### config.mk
export PLATFORM = sky130hd
export DESIGN_NAME = scan_seq
export DESIGN_NICKNAME = d
export VERILOG_FILES = /design/src/rtl/scan_seq.sv
export SDC_FILE = /design/constraint.sdc
export NUM_CORES = 1
export LEC_CHECK = 0
export ABC_AREA = 0
export BUFFER_PORTS_ARGS = -buffer_cell sky130_fd_sc_hd__buf_2
export CAP_MARGIN = 15
export CORE_ASPECT_RATIO = 0.75
export CORE_MARGIN = 1
export CORE_UTILIZATION = 48
export DETAILED_ROUTE_END_ITERATION = 8
export HOLD_SLACK_MARGIN = 0.1
export PLACE_DENSITY = 0.78
export SKIP_CTS_REPAIR_TIMING = 1
export SLEW_MARGIN = 20
export SYNTH_ARGS = -nofsm -noshare
export SYNTH_HDL_FRONTEND = slang
export SYNTH_SLANG_ARGS = --single-unit
### constraint.sdc
create_clock -name clk -period 2.5 [get_ports clk]
set_clock_uncertainty 0.2 [all_clocks]
set_input_delay 0.125 -clock clk [delete_from_list [all_inputs] [get_ports clk]]
set_output_delay 0.125 -clock clk [all_outputs]
set_load 0.05 [all_outputs]
### src/rtl/scan_seq.sv
// Channel scan sequencer: walks the enabled channels of a latched mask, holding
// each on the downstream decoder for dwell+1 cycles, single-shot or continuous.
module scan_seq #(
  parameter int NCH = 8
) (
  input  logic           clk,
  input  logic           reset,
  input  logic           start,
  input  logic           stop,
  input  logic           cont,
  input  logic [NCH-1:0] mask,
  input  logic [3:0]     dwell,
  output logic [2:0]     sel,
  output logic           dec_off,
  output logic           busy,
  output logic           done,
  output logic           err
);

  localparam logic [2:0] LAST = 3'(NCH - 1);

  typedef enum logic [1:0] {IDLE, SEEK, DWELL} state_t;

  state_t         state, nstate;
  logic [2:0]     ptr;
  logic [3:0]     cnt;
  logic [NCH-1:0] mask_q;
  logic [3:0]     dwell_q;

  logic hit, last, eos, wrap_go;

  assign hit     = mask_q[ptr];
  assign last    = (ptr == LAST);
  // End of sweep: last channel either skipped or finished dwelling.
  assign eos     = ((state == SEEK) && !hit && last) ||
                   ((state == DWELL) && (cnt == '0) && last);
  assign wrap_go = cont && (mask != '0);

  always_ff @(posedge clk) begin
    if (reset) state <= IDLE;
    else       state <= nstate;
  end

  always_comb begin
    nstate = state;
    case (state)
      IDLE:    if (start && (mask != '0)) nstate = SEEK;
      SEEK:    if (hit)        nstate = DWELL;
               else if (last)  nstate = wrap_go ? SEEK : IDLE;
      DWELL:   if (cnt != '0)  nstate = DWELL;
               else if (last)  nstate = wrap_go ? SEEK : IDLE;
               else            nstate = SEEK;
      default: nstate = IDLE;
    endcase
    if (stop) nstate = IDLE;
  end

  always_comb begin
    sel     = (state == IDLE) ? 3'd0 : ptr;
    dec_off = (state != DWELL);
    busy    = (state != IDLE);
  end

  // Datapath: pointer, dwell counter, latched config and the one-cycle pulses.
  always_ff @(posedge clk) begin
    if (reset) begin
      ptr     <= '0;
      cnt     <= '0;
      mask_q  <= '0;
      dwell_q <= '0;
      done    <= 1'b0;
      err     <= 1'b0;
    end else begin
      done <= 1'b0;
      err  <= 1'b0;
      if (stop) begin
        ptr <= '0;
      end else begin
        case (state)
          IDLE: if (start) begin
            if (mask != '0) begin
              mask_q  <= mask;
              dwell_q <= dwell;
              ptr     <= '0;
            end else begin
              err <= 1'b1;
            end
          end
          SEEK: begin
            if (hit)        cnt <= dwell_q;
            else if (!last) ptr <= ptr + 3'd1;
          end
          DWELL: begin
            if (cnt != '0)  cnt <= cnt - 4'd1;
            else if (!last) ptr <= ptr + 3'd1;
          end
          default: ;
        endcase
        if (eos) begin
          done <= 1'b1;
          if (cont) begin
            ptr     <= '0;
            mask_q  <= mask;
            dwell_q <= dwell;
            if (mask == '0) err <= 1'b1;
          end
        end
      end
    end
  end

endmodule
==> flow_summary.ini <==
[place]
placedCellCount = 204
place_area_sq_um = 1480
place_hpwl_mm = 2.51
port-buffer-count = 23
routabilityCongestion = 0.837
post-place-ws_ns = 0.196

[sta]
max_freq_mhz = 420
hold_viol = 0
tightest_slew_ns = 0.455
setup_viol = 0
final.setup.tns_ns = 0
drv_slew = 0
max_slew_margin = 0.694
rsz0062_at_grt = false
holdWs_ns = 0.131
setup_ws_ns = 0.120
fin_crit_ns = 2.38
period_share = 0.952

[worst_setup_path]
critPathSlowestCell = dfxtp_1
cp-start-kind = flop
cp-end-kind = flop
worstSetupStartpoint = ptr[0]
critPathMaxStageDelay_ns = 0.53
rr_startpoint = ptr[0]
cp_max_fo = 8
worstPathArrival_ns = 2.36
critPathRequiredTime_ns = 2.48
crit_chain = mux2i_1, mux4_2, a21oi_4, or4b_1, o311ai_1
crit_type = reg -> reg

[floorplan]
core_sq_um = 2620
die_width_um = 62.9
io_pins = 24
die_h_um = 47.7
dieArea_sq_um = 3000
num_rows = 16
start_util = 0.510

[detailed_routing]
via_per_inst = 6.11
ant_nets = 0
routedWlPerCell_um = 15.9
vias = 1369
drcViolationCount = 0
dr.pass1.iters = 5
drt_iter0_drc = 76
drt_wl_total_mm = 3.56

[cts]
htreeDepth = 1
clk_path_buf_depth = 2
clk_pin_slew_ns = 0.09
cts_tree = built
clk_latency_ns = 0.27
cts_sinks = 23
root_buffer = clkbuf_8
cts_buffers = 3

[yosys]
synth_cells = 149
avgSynthCellArea_sq_um = 8.97
ys_ff_latch = 23
synth_warnings = 0
ys_seq_area_frac = 0.345
synth_nets = 169
ys_types = 46
syn_area_sq_um = 1340

[layout]
layout.nets = 209
area_growth_pct = 26.0
drive_above_1_share = 0.207
final_core_utilization = 0.642
antenna_cells = 0
final_cell_count_no_fill = 224
design_area_sq_um = 1680

[power_and_ir_drop]
finalPower_mw = 0.743
leakagePower_nw = 0.659
p_per_area_nw_per_um2 = 441
peakVddDrop_mv = 0.362

[job]
maxCapViolations = 0

[grt]
overflow = 0
grt_usage = 0.231
grt_pass1_vias = 1158
grt_max_degree = 18
antenna_found_initial = 0
grt_pass1_wl_mm = 5.19

[run_status]
status = finished, final reports clean

[hold_path]
min-delay-start = start
hp-class = in -> reg
## routing by layer
layer	share of wire	track usage	up-vias
met3	0.10	0.0690	17
li1	-	-	639
met5	0	0	-
met4	0.025	0.126	0
met2	0.47	0.374	74
met1	0.40	0.286	639
## flip-flops by register name, indices dropped and copies added (netlist names)
signal	count
ptr	3
cnt	4
mask_q	8
done	1
dwell_q	4
err	1
state	2
## cells in the mapped netlist, drive strengths merged
| cell type | n | area (sq um) |
|---|---|---|
| clkinv | 1 | 3.75 |
| and3 | 1 | 6.26 |
| inv | 6 | 22.5 |
| nand3 | 7 | 35.0 |
| a21o | 5 | 45.0 |
| nor2 | 11 | 48.8 |
| mux2i | 9 | 90.1 |
| or3b | 1 | 8.76 |
| o2bb2ai | 1 | 8.76 |
| nand3b | 4 | 30.0 |
| or4b | 2 | 20.0 |
| buf | 1 | 11.3 |
| nor3 | 1 | 5.00 |
| o21ai | 6 | 30.0 |
| a311oi | 1 | 8.76 |
| and2b | 1 | 7.51 |
| nand2 | 14 | 52.6 |
| o31a | 1 | 8.76 |
| o31ai | 2 | 15.0 |
| ha | 3 | 37.5 |
| mux4 | 1 | 22.5 |
| and2 | 1 | 6.26 |
| or2 | 2 | 12.5 |
| nand2b | 2 | 12.5 |
| dfxtp | 23 | 460 |
| a32oi | 3 | 26.3 |
| a41o | 1 | 10.0 |
| a221oi | 1 | 15.0 |
| mux2 | 1 | 11.3 |
| o311ai | 2 | 17.5 |
| nor3b | 3 | 22.5 |
| or3 | 1 | 6.26 |
| a32o | 7 | 70.1 |
| clkbuf | 4 | 15.0 |
| nor4 | 3 | 18.8 |
| o21bai | 1 | 7.51 |
| a21oi | 7 | 53.8 |
| a31oi | 2 | 12.5 |
| a211oi | 2 | 15.0 |
| nor2b | 4 | 25.0 |
## power by group
| part | switching [mW] | internal (mW) | total, mW | leakage, nW |
|---|---|---|---|---|
| logic | 0.0570 | 0.0523 | 0.109 | 0.446 |
| registers | 0.0100 | 0.377 | 0.387 | 0.187 |
| clock network | 0.134 | 0.112 | 0.246 | 0.0255 |
## final timing paths
path	end	slack, ns	cells after the start
setup / recovery	mask_q[4]	0.12	5
hold / removal	ptr[0]	0.13	4
setup reg to reg	mask_q[4]	0.12	5
hold reg to reg	dwell_q[3]	0.27	2
## placed cells by master, fill, tap and decap left out, types with 2 or more instances in the layout
cell / Yosys / final
a32o_1: 7 / 7
inv_1: 4 / 4
a32oi_1: 3 / 3
inv_2: 2 / 2
ha_1: 3 / 3
or4b_1: 2 / 2
nand3b_1: 4 / 4
nor2b_1: 4 / 4
nor2_1: 10 / 10
o311ai_1: 2 / 2
a21oi_2: 2 / 2
clkbuf_8: 0 / 3
o21ai_0: 6 / 6
mux2i_1: 9 / 9
nor3b_1: 3 / 3
nor4_1: 3 / 3
nand3_1: 7 / 7
a211oi_1: 2 / 2
o31ai_1: 2 / 2
a21o_1: 4 / 4
nand2b_1: 2 / 2
dlygate4sd3_1: 0 / 16
a31oi_1: 2 / 2
buf_2: 0 / 23
dfxtp_1: 23 / 23
a21oi_1: 4 / 4
nand2_1: 14 / 14
## final cells by class
| class | instances | area (sq um) |
|---|---|---|
| Clock buffer | 3 | 41.3 |
| Clock inverter | 1 | 5.00 |
| Fill cell | 214 | 938 |
| Inverter | 7 | 26.3 |
| Multi-Input combinational cell | 114 | 823 |
| Sequential cell | 23 | 460 |
| Tap cell | 36 | 45.0 |
| Timing Repair Buffer | 40 | 283 |
## critical path, delay by kind of cell (launching register included)
| kind | cells | cell delay [ns] |
|---|---|---|
| mux | 2 | 0.82 |
| flops | 1 | 0.53 |
| compound gates | 2 | 0.23 |
| simple gates | 1 | 0.50 |
## cells by family (layout without fill, tap and decap cells)
group,after synthesis,count (layout),synth area share
adders and majority gates,3,3,0.0281
AOI/OAI and AO/OA,42,42,0.257
DFF,23,23,0.345
and+or+nand+nor,58,58,0.238
muxes,11,11,0.0927
buffers and inverters,12,51,0.0393
Power figures use the tool's default switching activity.
